`config.mk`:
```
export PLATFORM = sky130hd
export DESIGN_NAME = tt_mux_select_seq
export DESIGN_NICKNAME = d
export VERILOG_FILES = /design/src/rtl/tt_mux_select_seq.sv
export SDC_FILE = /design/constraint.sdc
export NUM_CORES = 1
export LEC_CHECK = 0
export CORE_MARGIN = 8
export CORE_UTILIZATION = 44
export DETAILED_ROUTE_END_ITERATION = 12
export GPL_TIMING_DRIVEN = 0
export HOLD_SLACK_MARGIN = 0.03
export SYNTH_ARGS = -nofsm -noshare
export SYNTH_HDL_FRONTEND = slang
export SYNTH_SLANG_ARGS = --single-unit
```
`constraint.sdc`:
```
create_clock -name clk -period 7.1 [get_ports clk]
set_clock_uncertainty 0.1 [all_clocks]
set_input_delay 1.42 -clock clk [delete_from_list [all_inputs] [get_ports clk]]
set_output_delay 1.42 -clock clk [all_outputs]
set_load 0.05 [all_outputs]
```
`src/rtl/tt_mux_select_seq.sv`:
```
// ----------------------------------------------------------------------------
// tt_mux_select_seq
//
// Drives the three-wire mux control interface (ctrl_sel_rst_n, ctrl_sel_inc,
// ctrl_ena) so that the mux selects the project at target_addr. A selection
// runs: disable, optional address-counter reset, N increment pulses, enable.
// The block tracks the address the mux counter holds. When that address is
// known and not above the target, it skips the reset and only steps forward.
//
// Ports:
//   clk             clock
//   rst_n           asynchronous active-low reset
//   start           select target_addr (accepted only in IDLE)
//   abort           cancel any in-progress sequence (wins over start)
//   target_addr     project address to select, sampled with start
//   ctrl_sel_rst_n  mux address-counter reset, active-low
//   ctrl_sel_inc    mux address-counter increment (mux counts on rising edge)
//   ctrl_ena        mux enable for the selected project
//   busy            a sequence is in progress
//   done            one-cycle pulse when a selection completes
//   cur_addr        address the mux counter holds, as tracked here
//   addr_valid      cur_addr is trustworthy
//
// States:
//   IDLE   | waiting for start; outputs held
//   DIS    | ctrl_ena low; decide between reset path and incremental path
//   RST_LO | ctrl_sel_rst_n low
//   RST_HI | ctrl_sel_rst_n released; mux counter now at 0
//   INC_HI | ctrl_sel_inc high
//   INC_LO | ctrl_sel_inc low; one address step completes on exit
//   EN     | one cycle; raise ctrl_ena, pulse done
// ----------------------------------------------------------------------------
module tt_mux_select_seq #(
    parameter int ADDR_W       = 10,
    parameter int PULSE_CYCLES = 2
) (
    input  logic              clk,
    input  logic              rst_n,
    input  logic              start,
    input  logic              abort,
    input  logic [ADDR_W-1:0] target_addr,
    output logic              ctrl_sel_rst_n,
    output logic              ctrl_sel_inc,
    output logic              ctrl_ena,
    output logic              busy,
    output logic              done,
    output logic [ADDR_W-1:0] cur_addr,
    output logic              addr_valid
);

    typedef enum logic [2:0] {
        IDLE   = 3'd0,
        DIS    = 3'd1,
        RST_LO = 3'd2,
        RST_HI = 3'd3,
        INC_HI = 3'd4,
        INC_LO = 3'd5,
        EN     = 3'd6
    } state_t;

    localparam int              PH_W    = (PULSE_CYCLES > 1) ? $clog2(PULSE_CYCLES) : 1;
    localparam logic [PH_W-1:0] PH_LOAD = PH_W'(PULSE_CYCLES - 1);

    state_t            state_q, state_d;
    logic [PH_W-1:0]   phase_q, phase_d;
    logic [ADDR_W-1:0] tgt_q, tgt_d;
    logic [ADDR_W-1:0] rem_q, rem_d;
    logic [ADDR_W-1:0] cur_addr_q, cur_addr_d;
    logic              addr_valid_q, addr_valid_d;
    logic              busy_q, busy_d;
    logic              done_q, done_d;
    logic              sel_rst_n_q, sel_rst_n_d;
    logic              sel_inc_q, sel_inc_d;
    logic              ena_q, ena_d;
    // Set for the one cycle after an abort that landed while the mux reset
    // was asserted; the reset is then released with the counter known at 0.
    logic              rel_q, rel_d;

    logic              phase_last;
    logic [PH_W-1:0]   phase_step;
    logic [ADDR_W-1:0] rem_n;

    assign phase_last = (phase_q == '0);
    // Timed states reload the dwell counter on exit, otherwise count down.
    assign phase_step = phase_last ? PH_LOAD : (phase_q - PH_W'(1));

    always_comb begin
        state_d      = state_q;
        phase_d      = phase_q;
        tgt_d        = tgt_q;
        rem_d        = rem_q;
        cur_addr_d   = cur_addr_q;
        addr_valid_d = addr_valid_q;
        busy_d       = busy_q;
        done_d       = 1'b0;
        sel_rst_n_d  = sel_rst_n_q;
        sel_inc_d    = sel_inc_q;
        ena_d        = ena_q;
        rel_d        = 1'b0;
        rem_n        = '0;

        if (rel_q) begin
            sel_rst_n_d  = 1'b1;
            cur_addr_d   = '0;
            addr_valid_d = 1'b1;
        end

        if (abort) begin
            state_d      = IDLE;
            phase_d      = '0;
            ena_d        = 1'b0;
            sel_inc_d    = 1'b0;
            busy_d       = 1'b0;
            addr_valid_d = 1'b0;
            if (!sel_rst_n_q) begin
                // Hold the mux reset one more cycle so the reset pulse is not
                // cut short; release happens through rel_q.
                sel_rst_n_d = 1'b0;
                rel_d       = 1'b1;
            end else begin
                sel_rst_n_d = 1'b1;
            end
        end else begin
            case (state_q)
                IDLE: begin
                    if (start) begin
                        tgt_d   = target_addr;
                        busy_d  = 1'b1;
                        phase_d = PH_LOAD;
                        state_d = DIS;
                    end
                end

                DIS: begin
                    ena_d   = 1'b0;
                    phase_d = phase_step;
                    if (phase_last) begin
                        if (addr_valid_q && (tgt_q >= cur_addr_q)) begin
                            rem_n   = tgt_q - cur_addr_q;
                            rem_d   = rem_n;
                            state_d = (rem_n == '0) ? EN : INC_HI;
                        end else begin
                            state_d = RST_LO;
                        end
                    end
                end

                RST_LO: begin
                    sel_rst_n_d = 1'b0;
                    phase_d     = phase_step;
                    if (phase_last) begin
                        state_d = RST_HI;
                    end
                end

                RST_HI: begin
                    sel_rst_n_d = 1'b1;
                    phase_d     = phase_step;
                    if (phase_last) begin
                        cur_addr_d = '0;
                        rem_d      = tgt_q;
                        state_d    = (tgt_q == '0) ? EN : INC_HI;
                    end
                end

                INC_HI: begin
                    sel_inc_d = 1'b1;
                    phase_d   = phase_step;
                    if (phase_last) begin
                        state_d = INC_LO;
                    end
                end

                INC_LO: begin
                    sel_inc_d = 1'b0;
                    phase_d   = phase_step;
                    if (phase_last) begin
                        rem_n      = rem_q - ADDR_W'(1);
                        rem_d      = rem_n;
                        cur_addr_d = cur_addr_q + ADDR_W'(1);
                        state_d    = (rem_n == '0) ? EN : INC_HI;
                    end
                end

                EN: begin
                    ena_d        = 1'b1;
                    done_d       = 1'b1;
                    addr_valid_d = 1'b1;
                    busy_d       = 1'b0;
                    state_d      = IDLE;
                end

                default: begin
                    state_d = IDLE;
                end
            endcase
        end
    end

    always_ff @(posedge clk or negedge rst_n) begin
        if (!rst_n) begin
            state_q      <= IDLE;
            phase_q      <= '0;
            tgt_q        <= '0;
            rem_q        <= '0;
            cur_addr_q   <= '0;
            addr_valid_q <= 1'b0;
            busy_q       <= 1'b0;
            done_q       <= 1'b0;
            sel_rst_n_q  <= 1'b0;
            sel_inc_q    <= 1'b0;
            ena_q        <= 1'b0;
            rel_q        <= 1'b0;
        end else begin
            state_q      <= state_d;
            phase_q      <= phase_d;
            tgt_q        <= tgt_d;
            rem_q        <= rem_d;
            cur_addr_q   <= cur_addr_d;
            addr_valid_q <= addr_valid_d;
            busy_q       <= busy_d;
            done_q       <= done_d;
            sel_rst_n_q  <= sel_rst_n_d;
            sel_inc_q    <= sel_inc_d;
            ena_q        <= ena_d;
            rel_q        <= rel_d;
        end
    end

    assign ctrl_sel_rst_n = sel_rst_n_q;
    assign ctrl_sel_inc   = sel_inc_q;
    assign ctrl_ena       = ena_q;
    assign busy           = busy_q;
    assign done           = done_q;
    assign cur_addr       = cur_addr_q;
    assign addr_valid     = addr_valid_q;

endmodule

```
After elaboration in Yosys (flattened, before gate mapping):

Cells that the tools add are included.

* add/sub/neg operators: 4
* multiply operators: 0
* div/mod/pow operators: 0
* order comparisons: 1
* equal/unequal tests: 16
* shifts and indexed selects: 0
* mux-type cells: 42
* bitwise logic cells: 1
* reductions and logical operators: 18

Operators by type and width (number)
* $mux 10: 8
* $logic_not 10->1: 3
* $pmux 10 s3: 1
* $mux 3: 8
* $pmux 10 s2: 1
* $ne 3x3->1 const B: 6
* $pmux 3 s6: 1
* $reduce_bool 3->1: 6
* $mux 1: 15
* $reduce_and 6->1: 2
* $add 10x1->10 const B: 1
* $ge 10x10->1: 1
* $pmux 1 s2: 5
* $sub 10x1->10 const B: 1
* $sub 10x10->10: 1
* $eq 3x3->1 const B: 3
* $ne 2x2->1 const B: 4
* $eq 3x2->1 const B: 2
* $mux 2: 3
* $reduce_or 5->1: 1
* $reduce_and 2->1: 2
* $reduce_bool 4->1: 1
* $eq 3x1->1 const B: 1
* $logic_not 3->1: 1
* 4 further kinds: 4

* flip-flop bits (word level): 41
* latch bits: 0
* bits in writable memories: 0
* memory bits (read-only): 0
* input bits: 14
* output and inout port bits: 16
* memories kept: 0

Logic depth before layout (Yosys ltp):

* word-level depth: 7
* mapped depth: 11

Worst setup path after synthesis:

OpenSTA, ideal clock, no wires.

* path type: reg-to-reg
* from: register cur_addr_q[0] (netlist: cur_addr[0])
* to: register state_q[1]
* setup time: 65 ps
* data arrival time: 2603 ps
* setup slack: 4332 ps
* stages on the path, launching flop included: 9
* buffers on the path: 0
* cell sequence: dfrtp_1 -> ha_1 -> fa_1 -> nand2b_1 -> a21o_2 -> xnor2_1 -> or4_1 -> nor3_2 -> a31o_1

* longest elaborated chain between the ends: 7
* elaborated cells on any way between the ends: 9
* classes of those cells: add/sub: 1; order compare: 1; mux: 5; reduce/logical: 2

Ends and longest elaborated chain
* from (decl): RTL line 68 `logic [ADDR_W-1:0] cur_addr_q, cur_addr_d;`
* from (signal assigned): RTL line 219 `cur_addr_q <= cur_addr_d;`
* $sub 10x10->10: RTL line 139 `rem_n = tgt_q - cur_addr_q;`
* $logic_not 10->1: RTL line 141 `state_d = (rem_n == '0) ? EN : INC_HI;`
* $mux 2: RTL line 141
* $mux 3 *: RTL line 138 `if (addr_valid_q && (tgt_q >= cur_addr_q)) begin`
* $mux 3 *: RTL line 137 `if (phase_last) begin`
* $pmux 3 s6 *: RTL line 124 `case (state_q)`
* $mux 3 *: RTL line 108 `if (abort) begin`
* to (signal assigned): RTL line 215 `state_q <= state_d;`
* to (decl): RTL line 64 `state_t state_q, state_d;`

Mark *: on every way between the ends. The rest lies on a longest branch, timed or not. The select of a mux whose other input is x is not followed.
A chain may end at the register's enable or synchronous reset.

Worst setup path in the final report:

* from: input abort
* to: register tgt_q[6]

* longest elaborated chain between the ends: 2

Ends and longest elaborated chain
* from (decl): RTL line 40 `input logic abort,`
* $not 1->1 (no source line)
* $reduce_and 3->1 (no source line)
* to (signal assigned): RTL line 217 `tgt_q <= tgt_d;`
* to (decl): RTL line 66 `logic [ADDR_W-1:0] tgt_q, tgt_d;`

No other way between the ends.

==> impl_results.md <==
* Outcome: completed
* Hold WS at about 0.36 ns
* Sw Ratio at 0.4643
* Drt via density at about 5.7
* Pleak at between 1 and 1.5 nW
* Initial drt markers at between 150 and 200
* CP endpoint kind: flop
* Startpoint class of the critical path: input port
* Clock Path Buffers at 2
* Register area share after synthesis at 0.3659
* Antenna violations before repair at 0
* Die X at ~96 um
* TritonCTS Buffers at 5
* Most common cell after layout, fill and taps aside: nor2_1
* Nets at slightly below 400
* Core Area at approximately 6200 um^2
* Die ar. at around 9000 um^2
* Crit path time final at approximately 3.4 ns
* Final instance area at around 3300 um^2
* RSZ-0062 raised after global routing: no
* Top cell type's share of synthesized area at 0.3659
* Area contributors post-synth: dfrtp_1 (37%), ha_1 (7.1%), nor2_1 (5.6%)
* Antenna diode count at 0
* Synth unique cells at 53
* Hold-fix buffers, CTS at 0
* Post-DR wirelength/cell at approximately 17 um
* Fin. max-slew vios at 0
* Power consumption at between 1 and 1.5 mW
* Non-Filler Instances at between 400 and 500
* Largest net degree at the start of global routing at 24
* Layout cells sized above 1 at 0.1089
* Clock power share at 0.123
* Data arrival, critical path at between 3 and 4 ns
* Placed Area at between 3000 and 4000 um^2
* Io pins at 30
* Post-detail-place hpwl at approximately 5600 um
* Layout area overhead at 17.85%
* Cell Rows at 29
* Switch Pwr at 593.4 uW
* Post-synth top area cell: dfrtp_1
* Synth Area per Inst at slightly below 9 um^2
* Final WL at ~7200 um
* Final Hold Fails at 0
* Starting density of the core at 0.4493
* WS Path Type: input port to flop
* Final ANT Viol Nets at 0
* First-pass GRT wire length at between 10000 and 15000 um
* Remaining routing DRC violations at 0
* Vias in the first global route at between 2000 and 2500
* Slew HR at 0.4625
* Highest Clock Rate at between 200 and 300 MHz
* Hold path cells at 1
* Most frequent cells in the layout: nor2_1 (42), dfrtp_1 (41), nand2_1 (32), clkdlybuf4s50_1 (28), o21ai_0 (20)
* Post-synthesis instance total at 320
* Synthesized area at ~2800 um^2
* PwrDens at 386.8 nW/um^2
* Final period util at 0.4738
* Grt ovf at 0
* Setup-failing EPs final at 0
* Worst min-delay path class: flop to flop
* Port Buf Inserts at 29
* Int Pwr at 684.7 uW
* Clock root buffer master: clkbuf_8
* Synth warn at 0
* Placed Cells incl. Taps at 427
* CTS sink cnt at between 40 and 50
* Mapped Nets at approximately 350
* Clk Latency, worst-skew pair at about 0.30 ns
* Synth Register Bits at slightly above 40
* Sequential share of power at 0.318
* Gr usage total at 0.1650
* GPL Wtd Cong at ~0.85
* Postcts setup bufs at 0
* R2r worst-path depth at 9
* Worst VDD drop at about 0.2 mV
* Cts repair resizes at 0
* Crit Path Max Fanout at 10
* Drt pass-1 iters at 4
* Max-Cap Viols at 0
* Combinational share of power at 0.559
* Clock-pin slew on the worst setup and hold paths at roughly 0.080 ns
* Setup TNS Final at 0 ns
* CP Data Required Time at roughly 7 ns
* H-tree depth at 2
* Worst Tran Pin Value at between 0.7 and 0.8 ns
* Via Count at 2458
* Die H at between 90 and 100 um
* CTS tree: built
==> kinds of logic (layout without fill, tap and decap cells) <==
group	Yosys count	after routing	synth area share
adders and majority gates	17	17	0.07854
muxes	10	10	0.04016
buffers and inverters	28	66	0.04507
and+or+nand+nor	127	127	0.2249
DFF	41	41	0.3659
AOI/OAI and AO/OA	83	83	0.2017
xor gates and xnor gates	14	14	0.04373
==> power by group through the flow <==
stage	Clock [mW]	Sequential [mW]	Combinational, mW
4_1_cts	0.164	0.406	0.710
2_1_floorplan	0	0.402	0.530
3_3_place_gp	0	0.409	0.697
5_1_grt	0.175	0.419	0.788
6_report	0.158	0.406	0.714
3_5_place_dp	0	0.410	0.705
==> registers in the layout, indices dropped and copies added, names as in the netlist <==
signal          flops
state_q             3
ctrl_sel_rst_n      1
ctrl_sel_inc        1
tgt_q              10
done                1
rem_q              10
phase_q             1
busy                1
rel_q               1
cur_addr           10
ctrl_ena            1
addr_valid          1
==> layer usage <==
layer | routed length [um] | vias to the layer above | track usage
li1 | - | 1225 | -
met1 | 3658 | 1165 | 0.2338
met5 | 0 | - | 0
met2 | 3224 | 60 | 0.2446
met3 | 266 | 8 | 0.03120
met4 | 88 | 0 | 0.05634
==> cells in the mapped netlist, drive strengths merged <==
| master | n |
|---|---|
| o2111ai | 3 |
| or4 | 3 |
| o41ai | 2 |
| nand2b | 4 |
| o32a | 1 |
| nand4 | 6 |
| ha | 16 |
| a31o | 1 |
| o211a | 1 |
| mux2 | 10 |
| a221oi | 7 |
| a21oi | 22 |
| dfrtp | 41 |
| a22o | 2 |
| nand3b | 2 |
| a21boi | 1 |
| nor2 | 44 |
| clkbuf | 5 |
| nor2b | 4 |
| o211ai | 2 |
| a21o | 5 |
| or3b | 1 |
| a221o | 1 |
| o221a | 1 |
| o311ai | 1 |
| xor2 | 3 |
| nand2 | 32 |
| fa | 1 |
| o21a | 2 |
| a32o | 1 |
| a31oi | 4 |
| nor3b | 2 |
| o21ai | 24 |
| nor3 | 6 |
| inv | 18 |
| o221ai | 1 |
| xnor2 | 11 |
| and3 | 10 |
| nor4 | 4 |
| buf | 5 |
| nand3 | 9 |
| a22oi | 1 |
==> stage by stage <==
| step | utilization | setup slack [ns] |
|---|---|---|
| global route | 0.5295 | 3.607 |
| finish | 0.5295 | 3.736 |
| CTS | 0.5295 | 3.718 |
| detailed placement | 0.5148 | 3.396 |
| global placement | 0.5112 | 3.352 |
| floorplan | - | 4.332 |
==> final cells by class <==
type	instances	area, um^2
Clock inverter	3	22.52
Inverter	18	67.56
Fill cell	610	2937
Sequential cell	41	1026
Timing Repair Buffer	30	312.8
Buffer	10	58.81
Clock buffer	5	68.82
Multi-Input combinational cell	251	1652
Tap cell	77	96.34
==> critical path: stages <==
cell             delay [ns]
clkdlybuf4s50_1        0.54
clkbuf_1               0.42
inv_1                  0.16
nand4_1                0.50
mux2_2                 0.40
==> path summary, 6_finish.rpt <==
path                            slack [ns]      startpoint           to
worst max register to register        4.38        tgt_q[0]   state_q[1]
worst min register to register        0.36  ctrl_sel_rst_n        rel_q
worst max-delay path                  3.74           abort     tgt_q[6]
worst min-delay path                  0.36  ctrl_sel_rst_n        rel_q
min in group asynchronous             0.99           rst_n     rem_q[6]
max in group asynchronous             5.44           rst_n  cur_addr[0]
(Power assumes the default switching activity.)
